**config.mk**
```make
export PLATFORM = sky130hd
export DESIGN_NAME = if_fetch_queue
export DESIGN_NICKNAME = d
export VERILOG_FILES = /design/src/rtl/if_fetch_queue.sv
export SDC_FILE = /design/constraint.sdc
export NUM_CORES = 1
export LEC_CHECK = 0
export ABC_AREA = 1
export CORE_UTILIZATION = 50
export CTS_CLUSTER_SIZE = 40
export DETAILED_ROUTE_END_ITERATION = 10
export PLACE_DENSITY_LB_ADDON = 0.2
export SLEW_MARGIN = 25
export SYNTH_ARGS = -nofsm -noshare
export SYNTH_HDL_FRONTEND = slang
export SYNTH_SLANG_ARGS = --single-unit
```
**constraint.sdc**
```tcl
create_clock -name clk -period 4 [get_ports clk]
set_input_delay 0.6 -clock clk [delete_from_list [all_inputs] [get_ports clk]]
set_output_delay 0.6 -clock clk [all_outputs]
set_load 0.01 [all_outputs]
```
**src/rtl/if_fetch_queue.sv**
```systemverilog
// Instruction fetch unit: PC generation, one-cycle ROM read handshake and a DEPTH-entry
// fetch queue feeding ID. Defining IF_PERF_CNT_EN adds pop and stall performance counters.
module if_fetch_queue #(
    parameter int                ADDR_W   = 32,
    parameter int                INST_W   = 32,
    parameter int                DEPTH    = 4,
    parameter logic [ADDR_W-1:0] RESET_PC = 32'h1c00_0000
) (
    input  logic              clk,
    input  logic              rst,
    output logic              inst_ce_o,
    output logic [ADDR_W-1:0] inst_addr_o,
    input  logic [INST_W-1:0] rom_data_i,
    input  logic              br_taken_i,
    input  logic [ADDR_W-1:0] br_target_i,
    output logic              id_valid_o,
    output logic [ADDR_W-1:0] id_pc_o,
    output logic [INST_W-1:0] id_inst_o,
    input  logic              id_ready_i
`ifdef IF_PERF_CNT_EN
    ,
    output logic [31:0]       fetch_cnt_o,
    output logic [31:0]       stall_cnt_o
`endif
);
    localparam int PTR_W = $clog2(DEPTH);
    localparam int CNT_W = PTR_W + 1;
    localparam int OCC_W = CNT_W + 1;
    localparam logic [OCC_W-1:0]  DEPTH_C  = OCC_W'(DEPTH);
    localparam logic [CNT_W-1:0]  CNT_ZERO = CNT_W'(1'b0);
    localparam logic [CNT_W-1:0]  CNT_ONE  = CNT_W'(1'b1);
    localparam logic [PTR_W-1:0]  PTR_ZERO = PTR_W'(1'b0);
    localparam logic [PTR_W-1:0]  PTR_ONE  = PTR_W'(1'b1);
    localparam logic [ADDR_W-1:0] PC_STEP  = ADDR_W'(3'd4);

    logic [ADDR_W-1:0] pc_q, pc_d;
    logic [CNT_W-1:0]  count_q, count_d;
    logic [PTR_W-1:0]  rd_ptr_q, rd_ptr_d;
    logic [PTR_W-1:0]  wr_ptr_q, wr_ptr_d;
    logic              infl_q, infl_d;
    logic [ADDR_W-1:0] infl_pc_q, infl_pc_d;
    logic [ADDR_W-1:0] pc_mem_q   [DEPTH];
    logic [INST_W-1:0] inst_mem_q [DEPTH];

    logic [OCC_W-1:0]  occ_s;
    logic              issue_s;
    logic              push_s;
    logic              pop_s;
    logic              not_empty_s;
    logic              tgt_lsb_unused_s;

    // Target is forced word aligned, so its two low bits never matter.
    assign tgt_lsb_unused_s = ^br_target_i[1:0];
    assign not_empty_s      = (count_q != CNT_ZERO);

    // Qualify issue/push/pop; a redirect or reset suppresses all three.
    always_comb begin
        occ_s   = {1'b0, count_q} + OCC_W'(infl_q);
        issue_s = 1'b0;
        push_s  = 1'b0;
        pop_s   = 1'b0;
        if (rst && !br_taken_i) begin
            issue_s = (occ_s < DEPTH_C);
            push_s  = infl_q;
            pop_s   = not_empty_s && id_ready_i;
        end else begin
            issue_s = 1'b0;
            push_s  = 1'b0;
            pop_s   = 1'b0;
        end
    end

    assign inst_ce_o   = issue_s;
    assign inst_addr_o = pc_q;
    assign id_valid_o  = rst && not_empty_s;
    assign id_pc_o     = rst ? pc_mem_q[rd_ptr_q]   : {ADDR_W{1'b0}};
    assign id_inst_o   = rst ? inst_mem_q[rd_ptr_q] : {INST_W{1'b0}};

    // Next-state: redirect flushes queue and in-flight slot, otherwise normal issue/push/pop.
    always_comb begin
        pc_d      = pc_q;
        count_d   = count_q;
        rd_ptr_d  = rd_ptr_q;
        wr_ptr_d  = wr_ptr_q;
        infl_d    = infl_q;
        infl_pc_d = infl_pc_q;
        if (br_taken_i) begin
            pc_d     = {br_target_i[ADDR_W-1:2], 2'b00};
            count_d  = CNT_ZERO;
            rd_ptr_d = wr_ptr_q;
            infl_d   = 1'b0;
        end else begin
            infl_d = issue_s;
            if (issue_s) begin
                pc_d      = pc_q + PC_STEP;
                infl_pc_d = pc_q;
            end else begin
                pc_d      = pc_q;
                infl_pc_d = infl_pc_q;
            end
            if (push_s) begin
                wr_ptr_d = wr_ptr_q + PTR_ONE;
            end else begin
                wr_ptr_d = wr_ptr_q;
            end
            if (pop_s) begin
                rd_ptr_d = rd_ptr_q + PTR_ONE;
            end else begin
                rd_ptr_d = rd_ptr_q;
            end
            case ({push_s, pop_s})
                2'b10:   count_d = count_q + CNT_ONE;
                2'b01:   count_d = count_q - CNT_ONE;
                default: count_d = count_q;
            endcase
        end
    end

    // Control state registers with synchronous active-low reset.
    always_ff @(posedge clk) begin
        if (!rst) begin
            pc_q      <= RESET_PC;
            count_q   <= CNT_ZERO;
            rd_ptr_q  <= PTR_ZERO;
            wr_ptr_q  <= PTR_ZERO;
            infl_q    <= 1'b0;
            infl_pc_q <= {ADDR_W{1'b0}};
        end else begin
            pc_q      <= pc_d;
            count_q   <= count_d;
            rd_ptr_q  <= rd_ptr_d;
            wr_ptr_q  <= wr_ptr_d;
            infl_q    <= infl_d;
            infl_pc_q <= infl_pc_d;
        end
    end

    // Queue storage; contents are only observable through the gated head outputs.
    always_ff @(posedge clk) begin
        if (push_s) begin
            pc_mem_q[wr_ptr_q]   <= infl_pc_q;
            inst_mem_q[wr_ptr_q] <= rom_data_i;
        end
    end

`ifdef IF_PERF_CNT_EN
    logic [31:0] fetch_cnt_q;
    logic [31:0] stall_cnt_q;

    // Delivered-instruction and back-pressure counters, wrapping at 2^32.
    always_ff @(posedge clk) begin
        if (!rst) begin
            fetch_cnt_q <= 32'd0;
            stall_cnt_q <= 32'd0;
        end else begin
            if (pop_s) begin
                fetch_cnt_q <= fetch_cnt_q + 32'd1;
            end
            if (id_valid_o && !id_ready_i) begin
                stall_cnt_q <= stall_cnt_q + 32'd1;
            end
        end
    end

    assign fetch_cnt_o = fetch_cnt_q;
    assign stall_cnt_o = stall_cnt_q;
`endif

endmodule

```
==> flow_summary.json, run 1 <==
{
  "outcome": "complete, no violations",
  "dpl_worst_slack_ns": 0.8177,
  "maxSlewViolCount": 0,
  "syn_area_sq_um": 13210,
  "maxCapViolCount": 0,
  "utilization_pct": 62.66,
  "dr.pass1.iters": 5,
  "cts_hold_buf": 0,
  "critPathArrivalTime_ns": 2.74,
  "ys_ff_latch": 318,
  "synth_edf_count": 248,
  "synth_ff_type": "edfxtp_1",
  "clock_skew_ns": 0.01403,
  "worst_slew_pin_slew_ns": 0.8375,
  "antenna_found_initial": 0,
  "h-tree-depth": 1,
  "overflow": 0,
  "nets": 1504,
  "p_leak_nw": 5.758,
  "worstPathMaxFanout": 70,
  "final_cell_mix": "nor2_1 (316), edfxtp_1 (248), o21ai_0 (165)",
  "slew_headroom_pct": 44.16,
  "track_usage_pct": 22.14,
  "min_period_over_period_pct": 83.42,
  "drt-total-wl_microns": 30030,
  "yosys_warnings": 0,
  "setup_ws_ns": 0.6632,
  "start_util_pct": 50.85,
  "start_kind": "register",
  "hpwl_microns": 17540,
  "cts.sinks": 318,
  "dp.cells": 1731,
  "num_antenna_cells": 0,
  "period_minus_slack_ns": 3.337,
  "vias_per_cell": 5.291,
  "critPathMostFrequentCell": "nor2_1",
  "grt_pass1_vias": 8732,
  "wire_per_inst_microns": 16.79,
  "gp_congestion": 0.9055,
  "vias": 9466,
  "clkTransAtPathRegs_ns": 0.06,
  "tritoncts": "yes",
  "cts_resized": 0,
  "clk_path_buf_depth": 3,
  "regArea_sq_um": 8853,
  "drive_gt1_share_pct": 6.878,
  "crit_type": "reg2out",
  "power_density_nw_per_um2": 448.5,
  "final_antenna_net_count": 0,
  "cpPeakStageDelay_ns": 0.60,
  "fp.dieW_microns": 164.6,
  "root_buffer": "clkbuf_16",
  "holdWs_ns": 0.4831,
  "final_cells": 1789,
  "netlist_instances": 1286,
  "multi_input_comb_area_sq_um": 3777,
  "hold_viol": 0,
  "post_cts_buffers": 0,
  "grt_max_degree": 73,
  "yosysSeqAreaShare_pct": 66.97,
  "fp.dieH_microns": 164.6,
  "grt_pass1_wl_microns": 46240,
  "worstSkewPairLatency_ns": 0.55,
  "endpoint_kind": "output port",
  "crit_required_ns": 3.40,
  "synthArstFlopShare_pct": 0,
  "critical_path.cell_chain": "buf_4, nor2_1, nor2_1, o21ai_0, a21oi_1, clkdlybuf4s50_1",
  "drc_errors": 0,
  "rsz0062_at_grt": "false",
  "fmax_mhz": 299.7,
  "cts_buffers": 31,
  "hp-class": "reg2reg",
  "ir_drop_mv": 0.3053,
  "dieArea_sq_um": 27080,
  "num_rows": 59,
  "coreArea_sq_um": 25980,
  "port_buffers": 159,
  "synth_cell_type_count": 37,
  "setup_viol": 0,
  "fillerInstances": 2070,
  "syn_area_per_cell_sq_um": 10.27,
  "ioPinCount": 166,
  "first_iter_violations": 721,
  "layout_commonest_cell": "nor2_1",
  "cp_slowest_cell": "buf_4",
  "syn2layout_area_growth_pct": 23.23
}
## final cells by class
cell class | instances | area share (%)
Clock inverter | 16 | 1.329
Multi-Input combinational cell | 818 | 23.20
Inverter | 80 | 1.860
Clock buffer | 42 | 5.456
Tap cell | 335 | 2.574
Timing Repair Buffer | 180 | 11.20
Sequential cell | 318 | 54.38
## synthesized netlist by cell type, types with 2 or more instances
| cell | n | share of area (%) |
|---|---|---|
| a22oi_1 | 2 | 0.11 |
| nand4_1 | 7 | 0.33 |
| buf_2 | 20 | 0.76 |
| nor2_4 | 3 | 0.26 |
| clkbuf_1 | 43 | 1.2 |
| buf_1 | 3 | 0.085 |
| nand2_2 | 4 | 0.19 |
| inv_2 | 3 | 0.085 |
| nor2_2 | 3 | 0.14 |
| nand2_1 | 125 | 3.6 |
| o211ai_1 | 2 | 0.11 |
| o21ai_0 | 165 | 6.2 |
| nor3_1 | 8 | 0.30 |
| buf_4 | 7 | 0.40 |
| nand3_2 | 2 | 0.15 |
| o22ai_1 | 2 | 0.095 |
| nor2_1 | 320 | 9.1 |
| a211oi_1 | 10 | 0.57 |
| edfxtp_1 | 248 | 56 |
| o21ai_1 | 3 | 0.11 |
| dfxtp_1 | 70 | 11 |
| ha_1 | 6 | 0.57 |
| inv_1 | 76 | 2.2 |
| a21oi_1 | 101 | 3.8 |
| a31oi_1 | 4 | 0.19 |
| xor2_1 | 7 | 0.46 |
| nand3_1 | 32 | 1.2 |
## final timing paths
| path | slack [ns] | start | to | cells past startpoint |
|---|---|---|---|---|
| worst min register to register | 0.48 | count_q[0]$_SDFFE_PP0P_ | count_q[0]$_SDFFE_PP0P_ | 1 |
| worst max register to register | 1.97 | count_q[2]$_SDFFE_PP0P_ | inst_addr_o[27]$_SDFFE_PN1P_ | 7 |
| worst max-delay path | 0.66 | register | id_pc_o[21] | 6 |
| worst min-delay path | 0.48 | count_q[0]$_SDFFE_PP0P_ | count_q[0]$_SDFFE_PP0P_ | 1 |
## cells by family (layout without fill, tap and decap cells)
kind of cell	Yosys count	count (layout)	synth area share, %
AND/OR/NAND/NOR	510	510	15.74
flip-flops	318	318	66.97
AO/OA/AOI/OAI	290	290	11.33
buffers and inverters	153	318	4.754
adder cells (fa/ha/maj)	7	7	0.7197
XOR/XNOR	7	7	0.4640
other	1	4	0.02838
## power by group
group	internal [mW]	leakage, nW	switching [mW]
registers	3.62	2.85	0.0617
logic	0.248	2.37	0.301
clock network	1.88	0.539	1.20
total	5.74	5.76	1.56
## routing by layer
| metal | up-vias | global-route usage (%) | wire length [microns] |
|---|---|---|---|
| met5 | - | 0 | 0 |
| met4 | 0 | 5.421 | 480 |
| met3 | 42 | 2.662 | 1911 |
| met2 | 329 | 36.42 | 14140 |
| met1 | 4427 | 31.35 | 13510 |
| li1 | 4668 | - | - |
## flip-flops by register name, indices dropped and copies added, names as in the netlist, named ones only
| name | count |
|---|---|
| wr_ptr_q | 2 |
| inst_mem_q | 128 |
| count_q | 3 |
| infl_q | 1 |
| inst_addr_o | 30 |
| pc_mem_q | 120 |
| rd_ptr_q | 2 |
| infl_pc_q | 30 |
## worst max-delay path, delay by kind of cell (launching register included)
| kind | cells | cell delay [ns] |
|---|---|---|
| buffers and inverters | 2 | 1.19 |
| AOI/OAI and AO/OA | 2 | 0.40 |
| DFF | 1 | 0.35 |
| and+or+nand+nor | 2 | 0.22 |
## metrics by stage
stage | power, mW | setup TNS [ns] | instance area [sq um]
after floorplan | 4.009 | -43.35 | 13220
after global placement | 4.288 | 0 | 15180
after detailed placement | 4.297 | 0 | 15180
after CTS | 7.354 | 0 | 16280
after global routing | 7.550 | 0 | 16280
final | 7.302 | 0 | 16280
(Power assumes the default switching activity.)
==> inputs of run 2 (changes only) <==
--- a/config.mk
+++ b/config.mk
@@ -6,7 +6,7 @@
 export NUM_CORES = 1
 export LEC_CHECK = 0
 export ABC_AREA = 1
-export CORE_UTILIZATION = 50
+export CORE_UTILIZATION = 55
 export CTS_CLUSTER_SIZE = 40
 export DETAILED_ROUTE_END_ITERATION = 10
 export PLACE_DENSITY_LB_ADDON = 0.2
==> constraint.sdc (replaced) <==
create_clock -name clk -period 3.4 [get_ports clk]
set_input_delay 0.51 -clock clk [delete_from_list [all_inputs] [get_ports clk]]
set_output_delay 0.51 -clock clk [all_outputs]
set_load 0.01 [all_outputs]
==> run 2 against run 1 <==
Compared with the run above: critical path depth stayed put; final area is essentially flat; register-to-register slack worse by 0.56 ns; combinational power grew 17%; clock-buffer cell count is 6 higher; worst hold slack gained 0.021 ns; flip-flop and latch count is the same; highest routed layer unchanged.
==> flow_summary.json, run 2 (same netlist as run 1, synthesis figures left out) <==
{
  "clock_skew_ns": 0.01170,
  "p_leak_nw": 5.766,
  "ir_drop_mv": 0.3114,
  "port_buffers": 159,
  "wire_per_inst_microns": 17.18,
  "grt_pass1_wl_microns": 47080,
  "drt-total-wl_microns": 30420,
  "r2r-end": "count_q[2]$_SDFFE_PP0P_",
  "dpl_worst_slack_ns": 0.5831,
  "start_kind": "register",
  "hold_viol": 0,
  "p_sw_mw": 1.842,
  "nets": 1503,
  "period_minus_slack_ns": 3.193,
  "dp.cells": 1714,
  "setup_viol": 0,
  "comb_power_share_pct": 7.5,
  "root_buffer": "clkbuf_16",
  "cts.sinks": 318,
  "coreArea_sq_um": 23540,
  "drc_errors": 0,
  "grt_pass1_vias": 9187,
  "total_power_mw": 8.587,
  "p_clk_share_pct": 42.0,
  "dieArea_sq_um": 24650,
  "final_antenna_net_count": 0,
  "cts_buffers": 31,
  "cp_slowest_cell": "dfxtp_4",
  "final_cell_mix": "nor2_1 (316), edfxtp_1 (248), o21ai_0 (165)",
  "worst_slew_pin_slew_ns": 0.8239,
  "h-tree-depth": 1,
  "worstPathMaxFanout": 42,
  "maxCapViolCount": 0,
  "highest-signal-layer": "met4",
  "syn2layout_area_growth_pct": 23.29,
  "fp.dieH_microns": 157.0,
  "clkTransAtPathRegs_ns": 0.07,
  "fp.dieW_microns": 157.0,
  "power_density_nw_per_um2": 527.1,
  "num_antenna_cells": 0,
  "worstSkewPairLatency_ns": 0.55,
  "final_cells": 1771,
  "largest_register_ffs": 128,
  "p_seq_share_pct": 50.5,
  "maxSlewViolCount": 0,
  "holdWs_ns": 0.5043,
  "critPathMostFrequentCell": "nor2_1",
  "drive_gt1_share_pct": 6.474,
  "routed-wl-met2_microns": 14620,
  "wl_met1_microns": 12990,
  "track_usage_pct": 24.66,
  "slew_headroom_pct": 45.07,
  "fin_area_sq_um": 16290,
  "utilization_pct": 69.19,
  "switching_share_pct": 21.45,
  "outcome": "complete, no violations",
  "cts_hold_buf": 0,
  "num_rows": 56,
  "critical_path.cell_chain": "buf_6, nor2_1, nor2_1, o21ai_0, a21oi_1, clkdlybuf4s50_1",
  "fmax_mhz": 313.2,
  "fin_setup_tns_ns": 0,
  "hpwl_microns": 17830,
  "overflow": 0,
  "vias_per_cell": 5.468,
  "r2r_cells": 11,
  "r2r_setup_slack_ns": 1.41,
  "cp-endpoint": "id_inst_o[2]",
  "grt_max_degree": 73,
  "dpl_cell_area_sq_um": 15170,
  "antenna_found_initial": 0,
  "crit_type": "reg2out",
  "dr_wl_met3_microns": 2124,
  "p_int_mw": 6.745,
  "min_period_over_period_pct": 93.91,
  "worstReg2RegStart": "count_q[0]$_SDFFE_PP0P_",
  "layout_commonest_cell": "nor2_1",
  "cpPeakStageDelay_ns": 0.64,
  "rsz0062_at_grt": "false",
  "clk_path_buf_depth": 3,
  "ioPinCount": 166,
  "endpoint_kind": "output port",
  "first_iter_violations": 653,
  "setup_ws_ns": 0.2072,
  "dr.pass1.iters": 5,
  "critPathArrivalTime_ns": 2.68,
  "regMostFlops": "inst_mem_q",
  "vias": 9684,
  "crit_required_ns": 2.89,
  "start_util_pct": 56.12,
  "post_cts_buffers": 0,
  "tritoncts": "yes",
  "gp_congestion": 0.9024,
  "hp-class": "reg2reg",
  "reg.largest.list": "inst_mem_q (128), pc_mem_q (120)"
}
==> run 2: cell count changes in the layout (fill, tap and decap cells not counted) <==
| cell | change |
|---|---|
| clkinv_2 | -6 |
| clkbuf_16 | +5 |
| buf_4 | -4 |
| bufinv_16 | -3 |
| buf_12 | +2 |
| clkbuf_1 | +2 |
| clkinv_1 | +2 |
| clkinvlp_4 | -2 |
| buf_6 | +1 |
| clkbuf_8 | -1 |
| clkinv_4 | +1 |
| inv_4 | +1 |
==> run 2: layout make-up <==
class / instances / area, sq um
multi-input cells: 818 / 3777
clock inverters: 9 / 103.9
clock buffers: 48 / 1007
well taps: 319 / 399.1
flip-flops and latches: 318 / 8853
fillers: 1762 / 7253
inverters: 80 / 302.8
repair buffers: 179 / 1846
==> run 2: what timing repair did <==
action | CTS | global route
endpoints found under the setup margin | 0 | 13
endpoints found under the hold margin | 0 | 0
resized for setup | 0 | 1
==> run 2: worst min-delay path by stage <==
stage	to	depth (start not counted)	start
global placement	count_q[0]$_SDFFE_PP0P_	1	count_q[0]$_SDFFE_PP0P_
CTS	count_q[0]$_SDFFE_PP0P_	1	count_q[0]$_SDFFE_PP0P_
finish	count_q[0]$_SDFFE_PP0P_	1	count_q[0]$_SDFFE_PP0P_
detailed placement	pc_mem_q[0][16]$_DFFE_PP_	0	infl_pc_q[16]$_SDFFE_PN0P_
global route	pc_mem_q[1][16]$_DFFE_PP_	0	infl_pc_q[16]$_SDFFE_PN0P_
floorplan	count_q[0]$_SDFFE_PP0P_	1	count_q[0]$_SDFFE_PP0P_
==> run 2: layer usage <==
layer / GRT usage, % / vias up
li1: - / 4661
met1: 33.31 / 4590
met2: 41.33 / 385
met3: 3.442 / 48
met4: 7.796 / 0
met5: 0 / -
==> run 2: critical path: cells and delay by family, from the launching register on <==
| kind | cells | cell delay, ns |
|---|---|---|
| compound gates | 2 | 0.33 |
| buf+inv | 2 | 0.95 |
| flops | 1 | 0.64 |
| simple gates | 2 | 0.20 |
==> run 2: power groups by stage <==
stage	clock, mW	sequential (mW)	combinational, mW
2_1_floorplan	0	4.40	0.318
3_3_place_gp	0	4.42	0.627
3_5_place_dp	0	4.42	0.641
4_1_cts	3.65	4.34	0.646
5_1_grt	3.81	4.35	0.709
6_report	3.60	4.34	0.644
